### src/rtl/deserializer_8b_if.sv
// Handshake bundle for the 8-bit serial-to-parallel receiver: request/bit
// inputs toward the receiver, status and completed byte back out.
interface deserializer_8b_if;
  logic       start;
  logic       in_val;
  logic       in_bit;
  logic       busy;
  logic       out_val;
  logic [7:0] out_data;

  modport master (
    output start, in_val, in_bit,
    input  busy, out_val, out_data
  );

  modport slave (
    input  start, in_val, in_bit,
    output busy, out_val, out_data
  );
endinterface

### src/rtl/deserializer_8b.sv
// Collects eight LSB-first serial bits into a byte and presents it with a
// one-cycle valid pulse; all outputs are registered.
module deserializer_8b (
  input logic               clk,
  input logic               rst,
  deserializer_8b_if.slave  bus
);

  localparam int DATA_W = 8;

  typedef enum logic [1:0] {
    IDLE = 2'd0,
    RECV = 2'd1,
    DONE = 2'd2
  } state_t;

  state_t              state;
  logic [2:0]          count;
  logic [DATA_W-1:0]   shift;
  logic [DATA_W-1:0]   data_q;
  logic                vld_q;
  logic                busy_q;

  assign bus.busy     = busy_q;
  assign bus.out_val  = vld_q;
  assign bus.out_data = data_q;

  always_ff @(posedge clk or posedge rst) begin
    if (rst) begin
      state  <= IDLE;
      count  <= 3'd0;
      shift  <= '0;
      data_q <= '0;
      vld_q  <= 1'b0;
      busy_q <= 1'b0;
    end else begin
      case (state)
        IDLE: begin
          vld_q <= 1'b0;
          if (bus.start) begin
            state  <= RECV;
            count  <= 3'd0;
            busy_q <= 1'b1;
          end
        end

        RECV: begin
          vld_q <= 1'b0;
          if (bus.in_val) begin
            shift[count] <= bus.in_bit;
            count        <= count + 3'd1;
            // Final bit goes straight into the output byte so it is complete
            // in the same edge that leaves RECV.
            if (count == 3'd7) begin
              data_q <= {bus.in_bit, shift[6:0]};
              vld_q  <= 1'b1;
              busy_q <= 1'b0;
              state  <= DONE;
            end
          end
        end

        DONE: begin
          vld_q <= 1'b0;
          if (bus.start) begin
            state  <= RECV;
            count  <= 3'd0;
            busy_q <= 1'b1;
          end else begin
            state  <= IDLE;
          end
        end

        default: begin
          state  <= IDLE;
          count  <= 3'd0;
          vld_q  <= 1'b0;
          busy_q <= 1'b0;
        end
      endcase
    end
  end

endmodule

### src/flat_wrapper.sv
// flat-port wrapper written by rule: the top's interface ports become plain ports
module deserializer_8b_flat 
  (clk, rst, bus_start, bus_in_val, bus_in_bit, bus_busy, bus_out_val, bus_out_data);
  deserializer_8b_if bus_i ();
  input logic clk;
  input logic rst;
  input wire logic [$bits(bus_i.start)-1:0] bus_start;
  input wire logic [$bits(bus_i.in_val)-1:0] bus_in_val;
  input wire logic [$bits(bus_i.in_bit)-1:0] bus_in_bit;
  output wire logic [$bits(bus_i.busy)-1:0] bus_busy;
  output wire logic [$bits(bus_i.out_val)-1:0] bus_out_val;
  output wire logic [$bits(bus_i.out_data)-1:0] bus_out_data;
  assign bus_i.start = bus_start;
  assign bus_i.in_val = bus_in_val;
  assign bus_i.in_bit = bus_in_bit;
  assign bus_busy = bus_i.busy;
  assign bus_out_val = bus_i.out_val;
  assign bus_out_data = bus_i.out_data;
  deserializer_8b u_core (.clk(clk), .rst(rst), .bus(bus_i));
endmodule
### config.mk
export PLATFORM = sky130hd
export DESIGN_NAME = deserializer_8b_flat
export DESIGN_NICKNAME = d
export VERILOG_FILES = /design/src/rtl/deserializer_8b_if.sv /design/src/rtl/deserializer_8b.sv /design/src/flat_wrapper.sv
export SDC_FILE = /design/constraint.sdc
export NUM_CORES = 1
export LEC_CHECK = 0
export BUFFER_PORTS_ARGS = -buffer_cell sky130_fd_sc_hd__buf_4
export CAP_MARGIN = 20
export CORE_MARGIN = 10
export CORE_UTILIZATION = 57
export CTS_CLUSTER_SIZE = 40
export DETAILED_ROUTE_END_ITERATION = 16
export GPL_ROUTABILITY_DRIVEN = 0
export PLACE_DENSITY_LB_ADDON = 0.15
export SETUP_SLACK_MARGIN = 0.4
export SLEW_MARGIN = 40
export SYNTH_ARGS = -nofsm -noshare
export SYNTH_HDL_FRONTEND = slang
export SYNTH_SLANG_ARGS = --single-unit
### constraint.sdc
create_clock -name clk -period 2.7 [get_ports clk]
set_clock_uncertainty 0.05 [all_clocks]
set_input_delay 0.54 -clock clk [delete_from_list [all_inputs] [get_ports clk]]
set_output_delay 0.54 -clock clk [all_outputs]
set_load 0.02 [all_outputs]
==> results.md <==
* Port bufs at 14
* Worst-path clk slew at 0.12 ns
* Drt total wl at around 1600 µm
* Starting Density at between 60% and 70%
* Via count at 541
* Clk_lat worst skew at 0.30 ns
* Mean Syn Cell Area at ~14 µm²
* Vias per inst at 5.577
* R2r endpoint: u_core.bus.out_data[5]
* Tmin final at 1.749 ns
* Worst slew pin tran at 0.4491 ns
* Root Buffer: clkbuf_4
* Critical Path Source: u_core.count[1]
* Syn. warnings at 0
* Grt ovf at 0
* CP max-delay cell: dfrtp_1
* Outcome: finished clean
* Reg2Reg Depth at 5
* Critical Path Fanout Max at 9
* Combinational family with the most area after synthesis: multiplexers
* Max-cap violations at 0
* Synth Area in Simple Gates at 10.43%
* Initial drt markers at 9
* Detailed Place HPWL at ~1200 µm
* Largest net degree at the start of global routing at 23
* Total number of H-tree levels at 1
* Clk pwr share at 12.9%
* Antenna Nets Post-Route at 0
* Flop pwr share at between 40 and 50%
* Maximum vdd drop at just under 0.0006 V
* Post-CTS sizing at 0
* Initial antenna violation count at 0
* Die Area at 3600 µm²
* Post-CTS setup buffer count at 0
* Vias in the first global route at ~570
* Design Power at 1113 µW
* R2R setup slack at roughly 0.95 ns
* Slew HR at 70.02%
* Worst-path cell chain: ha_1 > ha_1 > nand3_2 > inv_1 > mux2_2
* Xor and xnor area share after synthesis at 0%
* Hold/Removal Path Class: in -> async
* Leak at 0.0005217 µW
* Final Hold Viols at 0
* Critical path startpoint category: flip-flop
* Fillers at 106
* Setup TNS Final at 0 ns
* R2R Path Start: u_core.count[1]
* Residual DRC at 0
* Most common cell after layout, fill and taps aside: dfrtp_1
* Pwr/cell area at about 1100 nW/µm²
* Compound-Gate Fraction of Synth Area at between 5 and 6%
* ANT cells at 0
* Post-synthesis instance total at 64
* Required time worst endpoint at 2.84 ns
* Logic pwr share at 37.5%
* Setup violators final at 0
* Psw at 372.8 µW
* First-pass GRT wire length at between 2000 and 3000 µm
* CTS tree: done
* Post-Synth Adder-Cell Area at 2.743%
* Power Internal at 740.6 µW
* Die span in x at about 60 µm
* Row Count at 14
* CTS Buffer Depth at 2
* Levels on crit path at 5
* Crit Path Class: reg -> reg
* Final period util at about two thirds
* WL/cell at 16.05 µm
* CP Capture Point: u_core.bus.out_data[5]
* Syn nets at 71
* Highest-count cells in the layout ignoring fill and taps: 22 x dfrtp_1, 16 x mux2_2, 14 x buf_4
* Crit. End Element: flip-flop
* Post-synth cell types at 18
* Crit-path leading delay family: flip-flops
* Clk sinks at 22
* Synthesized cell area at 912.1 µm²
* Core area at 1506 µm²
* Share of cells above drive strength 1 at 45.68%
* DRT Pass-1 Iters at 4
* Sequential fraction of the synthesis area at 60.36%
* Switching Share at 33.49%
* CP arrival at between 1.5 and 2 ns
* Area occupied by multi-input gates at 346.6 µm²
* Most frequent CP cell: ha_1
* Post-synthesis mux area share at 19.75%
* RSZ-0062 raised after global routing: no
* CP max stage delay at 0.49 ns
* I/O Pins at 15
* # hold bufs at CTS at 0
* Pins over their slew limit at 0
* DIE HEIGHT at 60 µm
* Layout Area Growth over Synthesis at 16.19%
* CTS buffer count at 3
* Maximum clock frequency at 0.5716 GHz
* #FFs+latches synth at 22
* Crit path buf inv count at 1
* # nets final at 90
* Tot GR Track Use at 9.741%
* Seq. cell area at ~550 µm²
==> area by class of cell <==
type                       instances  share of cell area, %
clock buffer                       3                  2.125
inverter                           4                  1.417
multi-input combinational         38                  32.70
sequential                        22                  51.95
tap                               16                  1.889
timing repair buffer              14                  9.917
==> cell families (layout without fill, tap and decap cells) <==
| group | count (synthesis) | in the layout |
|---|---|---|
| flip-flops | 22 | 22 |
| buffers and inverters | 4 | 21 |
| adder cells (fa/ha/maj) | 2 | 2 |
| multiplexers | 16 | 16 |
| AO/OA/AOI/OAI | 6 | 6 |
| AND/OR/NAND/NOR | 14 | 14 |
==> metrics by stage <==
stage          util [%]  hold slack [ns]  instances  setup slack, ns  instance area (µm²)
5_1_grt           70.35           0.2095         97           0.8099                 1060
6_report          70.35           0.1800         97           0.9506                 1060
4_1_cts           70.35           0.3629         97           0.9244                 1060
3_5_place_dp      68.85           0.4434         94           0.9392                 1037
3_3_place_gp      68.85           0.4342         94            1.044                 1037
2_1_floorplan         -           0.4249         64            1.166                912.1
==> flip-flops by register name, indices dropped and copies added, names as in the netlist <==
name	count
u_core.bus.out_data	8
u_core.bus.out_val	1
u_core.count	3
u_core.state	2
u_core.shift	7
u_core.bus.busy	1
==> layer usage <==
metal | vias up | global-route usage [%] | wire length (µm)
met4 | 0 | 2.885 | 16
met5 | - | 0 | 0
met2 | 9 | 14.56 | 703
li1 | 268 | - | -
met1 | 261 | 12.61 | 759
met3 | 3 | 3.814 | 78
==> worst min-delay path by stage <==
stage	start	to	slack, ns	depth (start not counted)
finish	rst	u_core.shift[0]	0.18	2
global route	rst	u_core.shift[0]	0.21	2
CTS	rst	u_core.bus.out_data[0]	0.36	2
detailed placement	u_core.shift[0]	u_core.bus.out_data[0]	0.44	1
global placement	u_core.shift[4]	u_core.bus.out_data[4]	0.43	1
floorplan	u_core.shift[0]	u_core.bus.out_data[0]	0.42	1
==> cells in the mapped netlist <==
master | instances | area share [%]
dfrtp_1 | 22 | 60
mux2_2 | 16 | 20
inv_1 | 4 | 1.6
a21oi_1 | 2 | 1.1
a32o_1 | 2 | 2.2
ha_1 | 2 | 2.7
nand2_1 | 2 | 0.82
nand3b_1 | 2 | 1.6
nor2_1 | 2 | 0.82
nor3b_1 | 2 | 1.6
a21o_1 | 1 | 0.82
and2b_2 | 1 | 0.96
and4bb_2 | 1 | 1.4
nand3_1 | 1 | 0.55
nand3_2 | 1 | 1.1
nand4b_1 | 1 | 0.96
nor3_1 | 1 | 0.55
o2bb2ai_1 | 1 | 0.96
==> power by group through the flow <==
stage / sequential [µW] / clock [µW] / combinational [µW]
floorplan: 611 / 0 / 215
global placement: 553 / 0 / 411
detailed placement: 562 / 0 / 425
CTS: 553 / 145 / 428
global route: 575 / 160 / 456
finish: 551 / 144 / 418
(Power assumes the default switching activity.)
